$ cat config.mk
export PLATFORM = sky130hd
export DESIGN_NAME = srl_fifo_read_ctrl
export DESIGN_NICKNAME = d
export VERILOG_FILES = /design/src/rtl/srl_fifo_storage.sv /design/src/rtl/srl_fifo_read_ctrl.sv
export SDC_FILE = /design/constraint.sdc
export NUM_CORES = 1
export LEC_CHECK = 0
export BUFFER_PORTS_ARGS = -buffer_cell sky130_fd_sc_hd__buf_4
export CORE_AREA = 2 2 39 41
export CTS_CLUSTER_SIZE = 25
export DETAILED_ROUTE_END_ITERATION = 7
export DIE_AREA = 0 0 41 43
export HOLD_SLACK_MARGIN = 0.03
export MAX_ROUTING_LAYER = met4
export SLEW_MARGIN = 10
export SYNTH_ARGS = -nofsm -noshare
export SYNTH_HDL_FRONTEND = slang
export SYNTH_SLANG_ARGS = --single-unit
$ cat constraint.sdc
create_clock -name clk -period 2.36 [get_ports clk]
set_input_delay 0.472 -clock clk [delete_from_list [all_inputs] [get_ports clk]]
set_output_delay 0.472 -clock clk [all_outputs]
set_load 0.02 [all_outputs]
$ cat src/rtl/srl_fifo_storage.sv
// Shift-register storage for the SRL FIFO: new words enter entry 0 on shift,
// the oldest word is read combinationally by address. Contents are never reset.
module srl_fifo_storage #(
    parameter int DATA_WIDTH = 1,
    parameter int ADDR_WIDTH = 1,
    parameter int DEPTH      = 2
) (
    input  logic                  clk,
    input  logic                  shift_en,
    input  logic [DATA_WIDTH-1:0] din,
    input  logic [ADDR_WIDTH-1:0] addr,
    output logic [DATA_WIDTH-1:0] dout
);

    logic [DATA_WIDTH-1:0] mem_q [DEPTH];
    logic [DATA_WIDTH-1:0] mem_d [DEPTH];

    always_comb begin
        mem_d = mem_q;
        if (shift_en) begin
            mem_d[0] = din;
            for (int i = 1; i < DEPTH; i++) begin
                mem_d[i] = mem_q[i-1];
            end
        end
    end

    always_ff @(posedge clk) begin
        mem_q <= mem_d;
    end

    // Addresses past DEPTH only occur when the FIFO is empty and are never loaded.
    always_comb begin
        dout = '0;
        if (int'(addr) < DEPTH) begin
            dout = mem_q[addr];
        end
    end

endmodule

$ cat src/rtl/srl_fifo_read_ctrl.sv
// SRL FIFO with a registered first-word-fall-through output stage.
// Capacity is DEPTH words in the shift register plus one in the output register.
module srl_fifo_read_ctrl #(
    parameter int DATA_WIDTH = 1,
    parameter int ADDR_WIDTH = 1,
    parameter int DEPTH      = 2
) (
    input  logic                  clk,
    input  logic                  reset,
    output logic                  if_full_n,
    input  logic                  if_write_ce,
    input  logic                  if_write,
    input  logic [DATA_WIDTH-1:0] if_din,
    output logic                  if_empty_n,
    input  logic                  if_read_ce,
    input  logic                  if_read,
    output logic [DATA_WIDTH-1:0] if_dout
);

    localparam int CW = ADDR_WIDTH + 1;
    localparam logic [CW-1:0] DEPTH_C = CW'(DEPTH);

    logic [CW-1:0]         cnt_q, cnt_d;
    logic                  full_n_q, full_n_d;
    logic                  empty_n_q, empty_n_d;
    logic [DATA_WIDTH-1:0] dout_q, dout_d;

    logic                  push, pop, load;
    logic [ADDR_WIDTH-1:0] rd_addr;
    logic [DATA_WIDTH-1:0] srl_dout;

    assign push    = if_write_ce & if_write & full_n_q;
    assign pop     = if_read_ce & if_read & empty_n_q;
    assign load    = (cnt_q != '0) & (~empty_n_q | pop);
    assign rd_addr = ADDR_WIDTH'(cnt_q - CW'(1));

    srl_fifo_storage #(
        .DATA_WIDTH (DATA_WIDTH),
        .ADDR_WIDTH (ADDR_WIDTH),
        .DEPTH      (DEPTH)
    ) u_storage (
        .clk      (clk),
        .shift_en (push),
        .din      (if_din),
        .addr     (rd_addr),
        .dout     (srl_dout)
    );

    always_comb begin
        cnt_d = cnt_q;
        case ({push, load})
            2'b10:   cnt_d = cnt_q + CW'(1);
            2'b01:   cnt_d = cnt_q - CW'(1);
            default: cnt_d = cnt_q;
        endcase
        full_n_d = (cnt_d < DEPTH_C);
    end

    // The read address sees the pre-shift storage, so a concurrent push never disturbs the load.
    always_comb begin
        empty_n_d = empty_n_q;
        dout_d    = dout_q;
        if (load) begin
            empty_n_d = 1'b1;
            dout_d    = srl_dout;
        end else if (pop) begin
            empty_n_d = 1'b0;
        end
    end

    always_ff @(posedge clk) begin
        if (reset) begin
            cnt_q     <= '0;
            full_n_q  <= 1'b1;
            empty_n_q <= 1'b0;
            dout_q    <= '0;
        end else begin
            cnt_q     <= cnt_d;
            full_n_q  <= full_n_d;
            empty_n_q <= empty_n_d;
            dout_q    <= dout_d;
        end
    end

    assign if_full_n  = full_n_q;
    assign if_empty_n = empty_n_q;
    assign if_dout    = dout_q;

endmodule

==> impl_metrics.yaml <==
run_status:
  status: "finished clean"
sta:
  drv_slew: 0
  finalHoldViolCount: 0
  final.min_clock_period_ps: 1790
  setup_slack_ps: 567
  relSlewSlack: 0.772
  timing.final.setup_violations: 0
  crit_share_post_route: 0.760
  fin_setup_tns_ps: 0
  timing_worst_slew_pin_value_ps: 338
  rsz0062_at_grt: "no"
  clock_skew_ps: 7.23
  max_freq_mhz: 558
critical_path:
  timing.critical_path.slowest_stage_cell: "dfxtp_1"
  timing.rr.start: "cnt_q[0]"
  timing.critical_path.to_type: "flip-flop"
  worst_setup_path_start_kind: "flip-flop"
  worst-setup-path-type: "reg -> reg"
  r2r_slack_ps: 570
  cp_cell_sequence: "inv_1 > ha_1 > or2_2 > ha_1 > a211oi_1 > a211oi_1"
  cp_data_arrival_time_ps: 1920
  critical_path_start: "cnt_q[0]"
  critical-path-max-stage-delay_ps: 370
  crit_required_ps: 2490
  rr_worst_depth: 6
  crit_fanout: 5
detailed_routing:
  detail_route.wirelength.met1_um: 246
  antenna_violating_nets_post_route: 0
  wl_met2_um: 173
  route.detailed.drc: 0
  vias: 258
  wire_per_inst_um: 8.18
  sum_of_routed_wire_length_over_all_layers_um: 491
  viasPerCell: 4.30
  dr.first_iter.drc_count: 8
  first_pass_iters: 4
  top_signal_layer_used: "met4"
  detailroute.wirelength.met3_um: 60
clock_network:
  clock_latency_at_the_later_pin_of_the_worst_skew_pair_ps: 250
  cts.sink_count: 7
  cts_max_level: 1
  clkTransAtPathRegs_ps: 60
  post-cts-setup-buffer-count: 0
  number_of_buffers_inserted_by_hold_repair_at_cts: 0
  number_of_buffers_inserted_during_clock_tree_synthesis: 3
  clock_path_buffers: 2
  tritoncts: "yes"
  cts-resized-gates: 0
  clockRootBuffer: "clkbuf_4"
floorplanning:
  die_w_um: 41
  design.core.area_sq_um: 1380
  start_util: 0.227
  fp.dieH_um: 43
  placement_rows: 14
  design.die.area_sq_um: 1760
  pin_count: 10
yosys:
  ys_seq_area_frac: 0.510
  synth-seq-cells: 7
  syn_area_per_cell_sq_um: 10.1
  netlist-cell-type-count: 16
  synth_warnings: 0
  synthesis.nets: 41
  post_synth_instance_area_sq_um: 314
  post_synth_inst_count: 31
hold_path:
  min_from: "if_din"
  whs_endpoint: "u_storage.mem_q[1]"
  timing.hold.worst.class: "in -> reg"
  worst_hold_path_cells: 1
power_and_ir_drop:
  ir_worst_vdd_uv: 578
  leakage_uw: 0.000187
  power-per-cell-area_nw_per_um2: 1230
layout:
  synthToLayoutAreaGrowth_pct: 36.3
  number_of_nets_at_the_end_of_the_flow: 55
  drive_above_1_share: 0.295
  fill_cell_total_of_the_finished_layout: 142
  antenna_diode_instance_count: 0
grt:
  groute.usage.overall: 0.0672
  antenna_found_initial: 0
  wire_length_of_the_first_global_routing_pass_um: 696
  grt_max_degree: 6
  number_of_global_route_vias_before_repair: 171
  grt-ovfl-total: 0
placed_design:
  place_hpwl_um: 368
  port_buffers: 9
  placement.setup.worst_slack_ps: 453
  place_congestion: 0.807
run:
  cap_viol_max_count: 0
-- worst max path at each step --
stage                endpoint  slack [ps]
floorplan           flip-flop         680
global placement    flip-flop         440
detailed placement  flip-flop         450
CTS                 flip-flop         570
global route        if_full_n         460
finish              flip-flop         570
-- metrics by stage --
stage | cells | util | power [uW] | hold slack [ps] | instance area (sq um)
5_1_grt | 60 | 0.309 | 571 | 395 | 428
6_report | 60 | 0.309 | 528 | 402 | 428
3_3_place_gp | 56 | 0.290 | 418 | 443 | 402
4_1_cts | 60 | 0.309 | 532 | 396 | 428
3_5_place_dp | 56 | 0.290 | 419 | 450 | 402
2_1_floorplan | 31 | - | 355 | 426 | 314
-- routing by layer --
layer	global-route usage	vias up
met4	0.0400	0
met2	0.0625	13
met3	0.0628	2
li1	-	136
met5	-	-
met1	0.0882	107
-- placed cells by master (no fill, tap or decap) --
master	instances
buf_4	9
inv_1	5
dfxtp_1	5
a21oi_1	3
ha_1	3
clkbuf_4	3
a211oi_1	2
o21ai_0	2
edfxtp_1	2
a21boi_0	1
or2_2	1
nand3_1	1
nor2b_1	1
a211o_1	1
mux2i_1	1
or3_1	1
nor2_1	1
nand2_1	1
clkbuf_1	1
-- cell usage after synthesis --
library cell  number  area (sq um)
nor2b_1            1          6.26
or2_2              1          6.26
a21oi_1            3          15.0
a211oi_1           2          15.0
a21boi_0           1          7.51
ha_1               3          37.5
or3_1              1          6.26
edfxtp_1           2          60.1
nand3_1            1          5.00
nor2_1             1          3.75
mux2i_1            1          10.0
dfxtp_1            5           100
nand2_1            1          3.75
a211o_1            1          8.76
o21ai_0            2          10.0
inv_1              5          18.8
-- cells by family after synthesis --
group,after synthesis,share of synthesized area
simple gates,6,0.0996
compound gates,9,0.179
mux,1,0.0319
buf+inv,5,0.0598
fa+ha+maj,3,0.120
flops,7,0.510
-- critical path, delay by kind of cell, from the launching register on --
family	cells	cell delay (ps)
buffers and inverters	1	60
adders and majority gates	2	590
DFF	1	370
AOI/OAI and AO/OA	2	330
and+or+nand+nor	1	320
-- cell type report --
class | count | area, sq um | area share
Sequential cell | 7 | 160 | 0.374
Multi-Input combinational cell | 19 | 135 | 0.316
Timing Repair Buffer | 9 | 67.6 | 0.158
Clock buffer | 4 | 26.3 | 0.0614
Tap cell | 16 | 20.0 | 0.0468
Inverter | 5 | 18.8 | 0.0439
-- power by group --
| group | internal (uW) | switching, uW | leakage (uW) | total, uW |
|---|---|---|---|---|
| Sequential | 163 | 17.1 | 0.0000597 | 180 |
| Combinational | 112 | 128 | 0.000112 | 239 |
| Clock | 64.5 | 43.9 | 0.0000150 | 108 |
(Power assumes the default switching activity.)
